### config.mk
export PLATFORM = sky130hd
export DESIGN_NAME = dino_jump
export DESIGN_NICKNAME = d
export VERILOG_FILES = /design/src/rtl/dino_jump.sv
export SDC_FILE = /design/constraint.sdc
export NUM_CORES = 1
export LEC_CHECK = 0
export ABC_AREA = 1
export BUFFER_PORTS_ARGS = -buffer_cell sky130_fd_sc_hd__buf_2
export CORE_MARGIN = 5
export CORE_UTILIZATION = 57
export CTS_BUF_LIST = sky130_fd_sc_hd__clkbuf_2 sky130_fd_sc_hd__clkbuf_4 sky130_fd_sc_hd__clkbuf_8
export DETAILED_ROUTE_END_ITERATION = 8
export PLACE_DENSITY = 0.79
export SKIP_LAST_GASP = 1
export SLEW_MARGIN = 5
export SYNTH_ARGS = -nofsm -noshare
export SYNTH_HDL_FRONTEND = slang
export SYNTH_SLANG_ARGS = --single-unit
### constraint.sdc
create_clock -name CLOCK_50 -period 2.95 [get_ports CLOCK_50]
set_input_delay 0.295 -clock CLOCK_50 [delete_from_list [all_inputs] [get_ports CLOCK_50]]
set_output_delay 0.295 -clock CLOCK_50 [all_outputs]
set_load 0.01 [all_outputs]
### src/rtl/dino_jump.sv
// Dino vertical motion: integer velocity/gravity jump physics, one position step per frame_tick.
// Optional double jump when built with JUMP_DOUBLE_EN; default build ignores airborne presses.
module dino_jump #(
    parameter int GROUND_Y = 106,
    parameter int V0       = 6,
    parameter int GRAVITY  = 1,
    parameter int HEIGHT_W = 16
) (
    input  logic                CLOCK_50,
    input  logic                resetn,
    input  logic                frame_tick,
    input  logic                jump_btn,
    input  logic                active,
    input  logic                kill,
    output logic [HEIGHT_W-1:0] height,
    output logic                airborne,
    output logic                jump_done
);

    typedef enum logic [1:0] {GROUND, RISE, FALL} state_t;

`ifdef JUMP_DOUBLE_EN
    localparam bit DoubleEn = 1'b1;
`else
    localparam bit DoubleEn = 1'b0;
`endif

    localparam logic [HEIGHT_W-1:0] GroundH  = HEIGHT_W'(GROUND_Y);
    localparam logic [HEIGHT_W:0]   GroundX  = (HEIGHT_W+1)'(GROUND_Y);
    localparam logic [7:0]          LaunchV  = 8'(V0);
    localparam logic [7:0]          GravV    = 8'(GRAVITY);

    state_t                state_q, state_d;
    logic [HEIGHT_W-1:0]   height_q, height_d;
    logic [7:0]            vel_q, vel_d;
    logic                  dj_used_q, dj_used_d;
    logic                  done_q, done_d;
    logic                  btn_meta_q, btn_sync_q, btn_last_q, press_q;

    logic [HEIGHT_W-1:0]   vel_ext;
    logic [7:0]            vel_up, vel_dn;
    logic [HEIGHT_W:0]     fall_sum;

    assign vel_ext  = HEIGHT_W'(vel_q);
    assign vel_up   = vel_q + GravV;
    assign vel_dn   = vel_q - GravV;
    assign fall_sum = {1'b0, height_q} + (HEIGHT_W+1)'(vel_up);

    // Press is registered so it lands one cycle after the synchronized edge.
    always_ff @(posedge CLOCK_50 or negedge resetn) begin
        if (!resetn) begin
            btn_meta_q <= 1'b0;
            btn_sync_q <= 1'b0;
            btn_last_q <= 1'b0;
            press_q    <= 1'b0;
        end else begin
            btn_meta_q <= jump_btn;
            btn_sync_q <= btn_meta_q;
            btn_last_q <= btn_sync_q;
            press_q    <= btn_sync_q & ~btn_last_q;
        end
    end

    always_ff @(posedge CLOCK_50 or negedge resetn) begin
        if (!resetn) begin
            state_q   <= GROUND;
            height_q  <= GroundH;
            vel_q     <= 8'd0;
            dj_used_q <= 1'b0;
            done_q    <= 1'b0;
        end else begin
            state_q   <= state_d;
            height_q  <= height_d;
            vel_q     <= vel_d;
            dj_used_q <= dj_used_d;
            done_q    <= done_d;
        end
    end

    always_comb begin
        state_d   = state_q;
        height_d  = height_q;
        vel_d     = vel_q;
        dj_used_d = dj_used_q;
        done_d    = 1'b0;

        if (kill) begin
            state_d = state_q;
        end else if (!active) begin
            state_d   = GROUND;
            height_d  = GroundH;
            vel_d     = 8'd0;
            dj_used_d = 1'b0;
        end else begin
            case (state_q)
                GROUND: begin
                    height_d = GroundH;
                    vel_d    = 8'd0;
                    if (press_q) begin
                        state_d = RISE;
                        vel_d   = LaunchV;
                    end
                end
                RISE, FALL: begin
                    // A granted double jump consumes the cycle; any coincident tick is dropped.
                    if (DoubleEn && press_q && !dj_used_q) begin
                        state_d   = RISE;
                        vel_d     = LaunchV;
                        dj_used_d = 1'b1;
                    end else if (frame_tick) begin
                        if (state_q == RISE) begin
                            height_d = (height_q > vel_ext) ? (height_q - vel_ext) : '0;
                            vel_d    = vel_dn;
                            if (vel_dn == 8'd0) begin
                                state_d = FALL;
                            end
                        end else if (fall_sum >= GroundX) begin
                            state_d   = GROUND;
                            height_d  = GroundH;
                            vel_d     = 8'd0;
                            dj_used_d = 1'b0;
                            done_d    = 1'b1;
                        end else begin
                            height_d = fall_sum[HEIGHT_W-1:0];
                            vel_d    = vel_up;
                        end
                    end
                end
                default: begin
                    state_d  = GROUND;
                    height_d = GroundH;
                    vel_d    = 8'd0;
                end
            endcase
        end
    end

    assign height    = height_q;
    assign airborne  = (state_q != GROUND);
    assign jump_done = done_q;

endmodule

**Yosys cells after proc, flatten, opt, wreduce, memory -nomap -nowiden**

Index checks and enable logic that the tools add are counted.

- Register bits after elaboration: 31
- Output and inout port bits: 18
- Input bits: 6
- Word-level logic and storage cells: 54

- Add/sub/neg operators: 4
- Multiplexer cells: 25
- $lt $le $gt $ge: 2
- Reductions and logical operators: 6
- Bitwise logic cells: 3
- Eq/ne operators: 6

Operators by type and width:

| kind | count |
|---|---|
| 2-to-1 mux 16 bit | 6 |
| 2-to-1 mux 8 bit | 4 |
| adder 16 x 8 -> 17 bit | 1 |
| greater-or-equal comparator 17 x 7 -> 1 bit (second input constant) | 1 |
| greater-than comparator 16 x 8 -> 1 bit | 1 |
| case mux 8 bit (2 select lines) | 1 |
| subtractor 16 x 8 -> 16 bit | 1 |
| 2-to-1 mux 2 bit | 6 |
| adder 8 x 1 -> 8 bit (second input constant) | 1 |
| logical NOT 8 bit | 1 |
| inequality test 4 bit (second input constant) | 2 |
| subtractor 8 x 1 -> 8 bit (second input constant) | 1 |
| 2-to-1 mux 1 bit | 6 |
| inequality test 3 bit (second input constant) | 2 |
| AND reduction 5 bit | 1 |
| case mux 2 bit (2 select lines) | 1 |
| 2-to-1 mux 3 bit | 1 |
| equality test 2 x 1 -> 1 bit (second input constant) | 1 |
| equality test 2 bit (second input constant) | 1 |
| logical NOT 2 bit | 1 |
| inverter 1 bit | 2 |
| AND reduction 2 bit | 1 |
| nonzero test 2 bit | 1 |
| OR reduction 2 bit | 1 |
| AND 1 bit | 1 |

**Logic depth before layout (Yosys ltp)**

Gate-level depths: netlist of run 1.

- Depth in word-level cells: 9
- Depth in mapped cells: 24
- Mapped depth without buffers: 23

**Least setup slack after synthesis of run 1**

No wires, ideal clock.

- Path kind: reg2reg
- Start: register vel_q[2]
- End: register height_q[5] (netlist: height[5])
- Slack: 0.131 ns
- Data required time: 2.873 ns
- Period minus slack after synthesis: 2.819 ns
- Path buffers: 2
- Setup time: 0.077 ns
- Cell stages (with the launch flop): 22
- Data arrival time: 2.742 ns
- Path through: dfrtp_1 buf_2 inv_1 nor3_2 nand3_1 nor3_1 xor2_1 inv_1 ha_1 nand2_2 inv_1 a21oi_1 nand2_2 nand2_1 nand3_1 a21oi_1 nand3_2 nand2_4 buf_8 nand3_2 o21ai_1 inv_1

- Cells in the longest elaborated chain, start to end: 8
- Elaborated cells between the ends (all ways): 11
- Classes of those cells: add/sub (3); order compare (2); mux (6)

RTL lines:

| element | line | source |
|---|---|---|
| from (decl) | 35 | `logic [7:0] vel_q, vel_d;` |
| from (signal assigned) | 74 | `vel_q <= vel_d;` |
| adder 8 x 1 -> 8 bit | 45 | `assign vel_up = vel_q + GravV;` |
| adder 16 x 8 -> 17 bit | 47 | `assign fall_sum = {1'b0, height_q} + (HEIGHT_W+1)'(vel_up);` |
| greater-or-equal comparator 17 x 7 -> 1 bit | 117 | `end else if (fall_sum >= GroundX) begin` |
| 2-to-1 mux 16 bit | 117 |  |
| 2-to-1 mux 16 bit * | 111 | `if (state_q == RISE) begin` |
| 2-to-1 mux 16 bit * | 110 | `end else if (frame_tick) begin` |
| 2-to-1 mux 16 bit * | 95 | `case (state_q)` |
| 2-to-1 mux 16 bit * | 89 | `end else if (!active) begin` |
| to (signal assigned) | 67 | `height_q <= GroundH;` |
| to (signal assigned) | 73 | `height_q <= height_d;` |
| to (decl) | 34 | `logic [HEIGHT_W-1:0] height_q, height_d;` |

Mark *: on every way between the ends. The rest lies on a longest branch, timed or not. The select of a mux whose other input is x is not followed.
A chain may end at the register's enable or synchronous reset.

**Final worst setup path of run 1**

- Start: register vel_q[0]
- End: register height_q[5] (netlist: height[5])

The elaborated chain is that of the path after synthesis.

==> out/qor.csv, run 1 <==
stage;metric;value;unit
run_status;status;finished with violations;
run_status;violations;negative setup slack;
sta;final.setup.worst_slack;-0.137;ns
worst_setup_path;arrival;3.31;ns
global_routing;antenna_found_initial;0;
floorplan;core_area;5510;µm²
routing;route.met3.wl;755;µm
global_routing;grt_pass1_wl;14.9;mm
cts;cts_hold_buf;0;
placement;numPortBuffers;23;
global_routing;grt_use_total;25.5;%
floorplan;fp-row-count;27;
floorplan;start_util;58.4;%
cts;cts_max_path_buffers;2;
routing;firstDrtPassIters;5;
worst_setup_path;criticalPathCategory;reg2reg;
global_routing;overflow;0;
synthesis;synth_most_common_cell;nand2_1;
cts;root_buffer;clkbuf_8;
min_path;hold_class;in2async;
routing;ant_nets;0;
layout;fin_nets;570;
worst_setup_path;required;3.17;ns
power_and_ir_drop;clockPowerShare;12.3;%
synthesis;synth_warnings;0;
floorplan;fp.dieH;85.1;µm
layout;multi_input_area;2310;µm²
placement;dp_hpwl;6.84;mm
cts;clock_sinks;31;
synthesis;synth_top_area_share;21.0;%
layout;n_fill_cell;423;
worst_setup_path;worstPathMaxFanout;8;
cts;insertion_delay;0.29;ns
routing;routed.top_layer;met4;
cts;cts_made_buffers;5;
synthesis;synth_area_leaders;dfrtp_1 (21%), nand2_1 (16%), ha_1 (9.3%), inv_1 (8.4%), nand3_1 (6.8%);
routing;detail_route.wl_per_cell;15.4;µm
sta;rsz0062_at_grt;yes;
synthesis;synth_edf_count;0;
synthesis;synthXorXnorAreaFrac;6.26;%
synthesis;synth.avg_cell_area;6.61;µm²
cts;h-tree-depth;2;
synthesis;synth_area_leader_cell;dfrtp_1;
cts;cts_tree;built;
worst_setup_path;critPathLaunchType;register;
placement;gp_congestion;0.961;
synthesis;synth_nets;519;
worst_setup_path;slowest_delay;0.39;ns
synthesis;ys_seq_elements;31;
sta;slew_headroom;50.3;%
power_and_ir_drop;p_leak;2.10;nW
sta;clock-skew-final;0.00585;ns
sta;holdWs;0.0403;ns
global_routing;grt_max_degree;32;
sta;worst_pin_slew;0.745;ns
worst_setup_path;worst_setup_path_end_kind;register;
synthesis;syn-cell-area;3220;µm²
sta;setup_viol;18;
sta;period_minus_slack;3.09;ns
floorplan;ios;24;
sta;period_share;105;%
layout;syn2layout_area_growth;22.5;%
synthesis;ys_types;41;
layout;final_util;71.6;%
global_routing;grt_pass1_vias;3169;
sta;final_max_slew_viol_count;0;
synthesis;netlist_top_cells_count;nand2_1 (137), inv_1 (72), nand3_1 (44);
synthesis;muxShareOfSynthArea;0;%
worst_setup_path;worstPathCellList;inv_2, nor3_4, nand3_2, nor3_4, xor2_1, inv_2, ha_4, nand2_4, nor2_4, nand3_2, nand2_2, nand3_1, nand2_1, nand3_1, nor2_2, nand3_4, nand2_8, buf_4, nand3_2, o21ai_1, inv_1;
floorplan;die_w;85.1;µm
routing;vias;3472;
routing;wirelength;9.42;mm
synthesis;synth_top_family_by_area;simple AND/OR/NAND/NOR gates;
cts;clkTransAtPathRegs;0.07;ns
routing;drc;0;
worst_setup_path;critPathMostFrequentCell;nand3_2;
routing;wirelength_met1;3.76;mm
power_and_ir_drop;p_int;0.00162;W
power_and_ir_drop;max-vdd-ir-drop;0.531;mV
sta;fmax;324;MHz
synthesis;synth_compound_area_share;8.98;%
layout;seq_area;781;µm²
synthesis;yosysSeqAreaShare;24.3;%
flow_run;maxCapViolCount;0;
sta;final_hold_viol_count;0;
floorplan;die_area;7250;µm²
synthesis;synthSimpleGateAreaFrac;38.3;%
worst_setup_path;slowest_stage;dfrtp_1;
power_and_ir_drop;p_switching;0.00147;W
routing;route.met2.wl;4.62;mm
routing;drt-initial-drc-count;342;
power_and_ir_drop;swShare;47.5;%
power_and_ir_drop;seqPwrFrac;17.6;%
layout;layout-drive-gt1-share;24.7;%
synthesis;synth_async_sr_flop_share;100;%
routing;vias_per_cell;5.68;
power_and_ir_drop;power_frac_comb;70.1;%
synthesis;ys.flop_type;dfrtp_1;
placement;place_ws;-0.116;ns
power_and_ir_drop;power_density;785;nW/µm²
synthesis;netlist_instances;487;
layout;diodes;0;
synthesis;synth-adder-area-share;10.6;%
[per-layer routing]
layer  vias to the layer above  track usage [%]
li1                       1668                -
met1                      1572             33.3
met2                       194             44.5
met3                        38             2.82
met4                         0             7.05
met5                         -                0
[timing repair]
item | in CTS | in global routing
resized for setup | 18 | 37
setup buffers | 2 | 9
endpoints found under the setup margin | 16 | 18
pin swaps | 10 | 25
hold endpoints to repair | 0 | 0
[per-stage QoR]
stage / setup TNS, ns / instances / area [µm²] / power (W)
after floorplan: 0 / 487 / 3220 / 0.00174
after global placement: -0.0183 / 592 / 3500 / 0.00209
after detailed placement: -0.600 / 592 / 3500 / 0.00213
after CTS: 0 / 602 / 3730 / 0.00265
after global routing: -5.88 / 611 / 3940 / 0.00331
final: -1.81 / 611 / 3940 / 0.00309
[power groups by stage]
stage	logic (W)	clock network, W	registers, W
after floorplan	0.00121	0	0.000538
after global placement	0.00155	0	0.000541
after detailed placement	0.00158	0	0.000544
after CTS	0.00173	0.000386	0.000542
after global routing	0.00236	0.000406	0.000549
final	0.00217	0.000382	0.000544
[area by class of cell]
type / instances / share of cell area [%]
multi-input cells: 368 / 58.6
flip-flops and latches: 31 / 19.8
repair buffers: 55 / 9.33
inverters: 77 / 7.33
clock inverters: 1 / 0.190
well taps: 72 / 2.29
clock buffers: 7 / 2.44
[cell families (layout without fill, tap and decap cells)]
| group | Yosys count | after routing |
|---|---|---|
| and+or+nand+nor | 267 | 267 |
| AOI/OAI and AO/OA | 52 | 52 |
| buffers and inverters | 88 | 140 |
| adders and majority gates | 26 | 26 |
| DFF | 31 | 31 |
| xor gates and xnor gates | 23 | 23 |
[flip-flops by register name (all words and copies together) (netlist names)]
register	cells
press_q	1
btn_last_q	1
height	16
btn_meta_q	1
vel_q	8
btn_sync_q	1
jump_done	1
state_q	2
[worst max-delay path: cells and delay by family (launching register included)]
kind | cells | cell delay [ns]
xor+xnor | 1 | 0.23
buf+inv | 4 | 0.36
fa+ha+maj | 1 | 0.32
simple gates | 14 | 1.63
compound gates | 1 | 0.08
flops | 1 | 0.39
[worst paths after layout]
check | from | endpoint | slack (ns) | depth (start not counted)
worst max-delay path | vel_q[0]$_DFFE_PN0P_ | height[5]$_DFFE_PN1P_ | -0.14 | 21
worst min-delay path | resetn | vel_q[0]$_DFFE_PN0P_ | 0.04 | 1
worst max register to register | vel_q[0]$_DFFE_PN0P_ | height[5]$_DFFE_PN1P_ | -0.14 | 21
worst min register to register | btn_meta_q$_DFF_PN0_ | btn_sync_q$_DFF_PN0_ | 0.35 | 0
max in group asynchronous | resetn | height[13]$_DFFE_PN0P_ | 2.46 | 1
min in group CLOCK_50 | jump_btn | btn_meta_q$_DFF_PN0_ | 0.11 | 1
[layout by cell type, fill, tap and decap left out, types with 5 or more instances in the layout]
| cell type | n |
|---|---|
| a21oi_1 | 10 |
| buf_2 | 23 |
| buf_4 | 31 |
| clkbuf_8 | 7 |
| dfrtp_1 | 27 |
| ha_1 | 17 |
| ha_4 | 5 |
| inv_1 | 67 |
| inv_2 | 7 |
| nand2_1 | 128 |
| nand2_2 | 10 |
| nand2_4 | 5 |
| nand3_1 | 39 |
| nand3_2 | 10 |
| nand4_1 | 13 |
| nor2_1 | 31 |
| nor2_4 | 5 |
| nor3_1 | 5 |
| o21ai_0 | 17 |
| o22ai_1 | 7 |
| xor2_1 | 18 |
Power figures use the tool's default switching activity.
==> run 2: changes to the inputs <==
- ABC_AREA: 1 -> default
==> run 2 against run 1 <==
- the run still ends with negative setup slack left
- worst setup slack got worse by 0.028 ns
- combinational power rose by 19%
- hold slack improved by 0.021 ns
- maximum frequency fell by 0.91%
- first-iteration DRC count rose by 14%
- critical endpoint is now height[3]$_DFFE_PN1P_
- largest cell class unchanged
==> out/qor.csv, run 2 <==
stage;metric;value;unit
layout;fin_nets;458;
routing;vias;3133;
power_and_ir_drop;seqPwrFrac;18.9;%
cts;root_buffer;clkbuf_8;
worst_setup_path;regToRegSetupSlack;-0.17;ns
cts;cts_hold_buf;0;
synthesis;netlist_top_cells_count;nand2_1 (34), nor2_1 (30), dfrtp_1 (27);
sta;worst_pin_slew;0.736;ns
cts;cts_tree;built;
synthesis;netlist_instances;360;
worst_setup_path;worstPathMaxFanout;6;
cts;insertion_delay;0.28;ns
routing;detail_route.wl_per_cell;18.1;µm
synthesis;synth_compound_area_share;29.4;%
layout;seq_area;785;µm²
power_and_ir_drop;power_frac_comb;71.1;%
sta;period_share;106;%
sta;final_hold_viol_count;0;
floorplan;fp.dieH;82.3;µm
sta;final_max_slew_viol_count;0;
sta;clock-skew-final;0.00486;ns
global_routing;grt_max_degree;32;
synthesis;ys.flop_type;dfrtp_1;
synthesis;synth_warnings;0;
synthesis;synth_async_sr_flop_share;100;%
synthesis;synth_area_leader_cell;dfrtp_1;
routing;vias_per_cell;6.30;
run_status;violations;negative setup slack;
synthesis;synth_edf_count;0;
placement;numPortBuffers;23;
worst_setup_path;reg2reg_to;height[3]$_DFFE_PN1P_;
cts;cts_max_path_buffers;2;
cts;cts_made_buffers;5;
floorplan;die_w;82.3;µm
layout;layout-drive-gt1-share;36.5;%
synthesis;syn-cell-area;2980;µm²
sta;rsz0062_at_grt;yes;
synthesis;muxShareOfSynthArea;1.18;%
layout;diodes;0;
power_and_ir_drop;swShare;48.2;%
global_routing;overflow;0;
global_routing;grt_pass1_vias;2994;
min_path;hold_class;in2async;
routing;ant_nets;0;
sta;fmax;321;MHz
run_status;status;finished with violations;
routing;drc;0;
synthesis;synth-adder-area-share;11.4;%
worst_setup_path;worstPathCellList;inv_2, ha_4, inv_1, fa_2, nand2b_4, a21oi_4, o2111ai_4, nor3_2, o221ai_4, buf_4, nor3_2, buf_4, nand2_1, o221a_2;
synthesis;synth_top_family_by_area;compound AO/OA/AOI/OAI gates;
worst_setup_path;crit_family;compound AO/OA/AOI/OAI gates;
cts;h-tree-depth;2;
cts;clkTransAtPathRegs;0.07;ns
layout;layout_common_cells;buf_4 (48), nand2_1 (30), nor2_1 (29);
worst_setup_path;worst_setup_path_end_kind;register;
worst_setup_path;slowest_delay;0.45;ns
worst_setup_path;r2r_start;vel_q[1]$_DFFE_PN0P_;
synthesis;synthSimpleGateAreaFrac;22.6;%
global_routing;grt_use_total;27.5;%
routing;wirelength;8.99;mm
routing;firstDrtPassIters;5;
global_routing;grt_pass1_wl;14.6;mm
worst_setup_path;arrival;3.33;ns
worst_setup_path;slowest_stage;dfrtp_2;
sta;final.setup.worst_slack;-0.165;ns
placement;gp_congestion;0.865;
synthesis;synth_top_area_share;22.7;%
flow_run;maxCapViolCount;0;
power_and_ir_drop;power_density;936;nW/µm²
power_and_ir_drop;max-vdd-ir-drop;0.598;mV
sta;slew_headroom;50.9;%
floorplan;ios;24;
layout;final_common_cell;buf_4;
worst_setup_path;criticalPathCategory;reg2reg;
worst_setup_path;critPathLaunchType;register;
worst_setup_path;path_buf_inv;4;
power_and_ir_drop;p_leak;1.70;nW
floorplan;fp-row-count;26;
global_routing;antenna_found_initial;0;
power_and_ir_drop;p_switching;0.00175;W
synthesis;synth_area_leaders;dfrtp_1 (23%), ha_1 (10%), nand2_1 (4.3%), nor2_1 (3.8%), a21oi_1 (3.7%);
synthesis;synthXorXnorAreaFrac;3.53;%
floorplan;core_area;5110;µm²
layout;syn2layout_area_growth;30.3;%
cts;clock_sinks;31;
power_and_ir_drop;p_int;0.00188;W
layout;n_fill_cell;355;
layout;final_util;76.0;%
worst_setup_path;reg2reg_depth;14;
worst_setup_path;required;3.17;ns
synthesis;synth.avg_cell_area;8.28;µm²
sta;setup_viol;18;
synthesis;yosysSeqAreaShare;26.2;%
layout;multi_input_area;2290;µm²
sta;holdWs;0.0610;ns
routing;drt-initial-drc-count;389;
layout;largest_reg_flops;16;
placement;placed_cells;479;
synthesis;synth_most_common_cell;nand2_1;
floorplan;die_area;6770;µm²
floorplan;start_util;58.3;%
sta;period_minus_slack;3.12;ns
synthesis;ys_types;71;
synthesis;synth_nets;392;
placement;dp_hpwl;6.28;mm
power_and_ir_drop;clockPowerShare;10.0;%
power_and_ir_drop;p_total;0.00363;W
layout;final_cells;497;
synthesis;ys_seq_elements;31;
run 2: area by class of cell:
class	count	share of cell area, %
clock buffers	7	2.32
clock inverters	1	0.129
inverters	23	2.29
multi-input cells	290	58.9
flip-flops and latches	31	20.2
well taps	70	2.26
repair buffers	75	13.9
run 2: cell families after synthesis:
logic type                 count (synthesis)
and+or+nand+nor                          135
AOI/OAI and AO/OA                        114
buffers and inverters                     39
DFF                                       31
adders and majority gates                 26
xor gates and xnor gates                  12
muxes                                      3
run 2: worst max path at each step:
stage / from / end / slack, ns / depth (start not counted)
2_1_floorplan: vel_q[2]$_DFFE_PN0P_ / state_q[0]$_DFFE_PN0P_ / -0.01 / 15
3_3_place_gp: vel_q[2]$_DFFE_PN0P_ / state_q[0]$_DFFE_PN0P_ / -0.21 / 14
3_5_place_dp: vel_q[1]$_DFFE_PN0P_ / state_q[0]$_DFFE_PN0P_ / -0.30 / 14
4_1_cts: vel_q[1]$_DFFE_PN0P_ / state_q[0]$_DFFE_PN0P_ / -0.17 / 14
5_1_grt: vel_q[0]$_DFFE_PN0P_ / state_q[1]$_DFFE_PN0P_ / -0.28 / 15
6_report: vel_q[1]$_DFFE_PN0P_ / height[3]$_DFFE_PN1P_ / -0.17 / 14
run 2: metal layers:
metal	vias to the layer above	routed length (µm)	GRT usage, %	share of wire [%]
met2	195	4190	44.0	47
met3	17	820	3.36	9.1
met1	1455	3860	39.4	43
li1	1466	-	-	-
met4	0	126	6.98	1.4
met5	-	0	0	0
run 2: power by group through the flow:
stage | sequential [W] | combinational [W] | clock (W)
6_report | 0.000687 | 0.00258 | 0.000362
4_1_cts | 0.000676 | 0.00239 | 0.000368
3_5_place_dp | 0.000674 | 0.00227 | 0
3_3_place_gp | 0.000666 | 0.00222 | 0
2_1_floorplan | 0.000634 | 0.00157 | 0
5_1_grt | 0.000704 | 0.00277 | 0.000397
run 2: through the flow:
step / setup WS (ns) / TNS (ns) / instance area, µm²
after floorplan: -0.0138 / -0.0275 / 3050
after global placement: -0.214 / -2.66 / 3510
after detailed placement: -0.297 / -3.89 / 3510
after CTS: -0.168 / -1.30 / 3760
after global routing: -0.280 / -4.93 / 3880
final: -0.165 / -2.09 / 3880
run 2: repair_timing:
action,in CTS,in global routing
setup endpoints to repair,18,26
pin swaps,18,13
gates resized for setup,26,15
buffers inserted,5,5
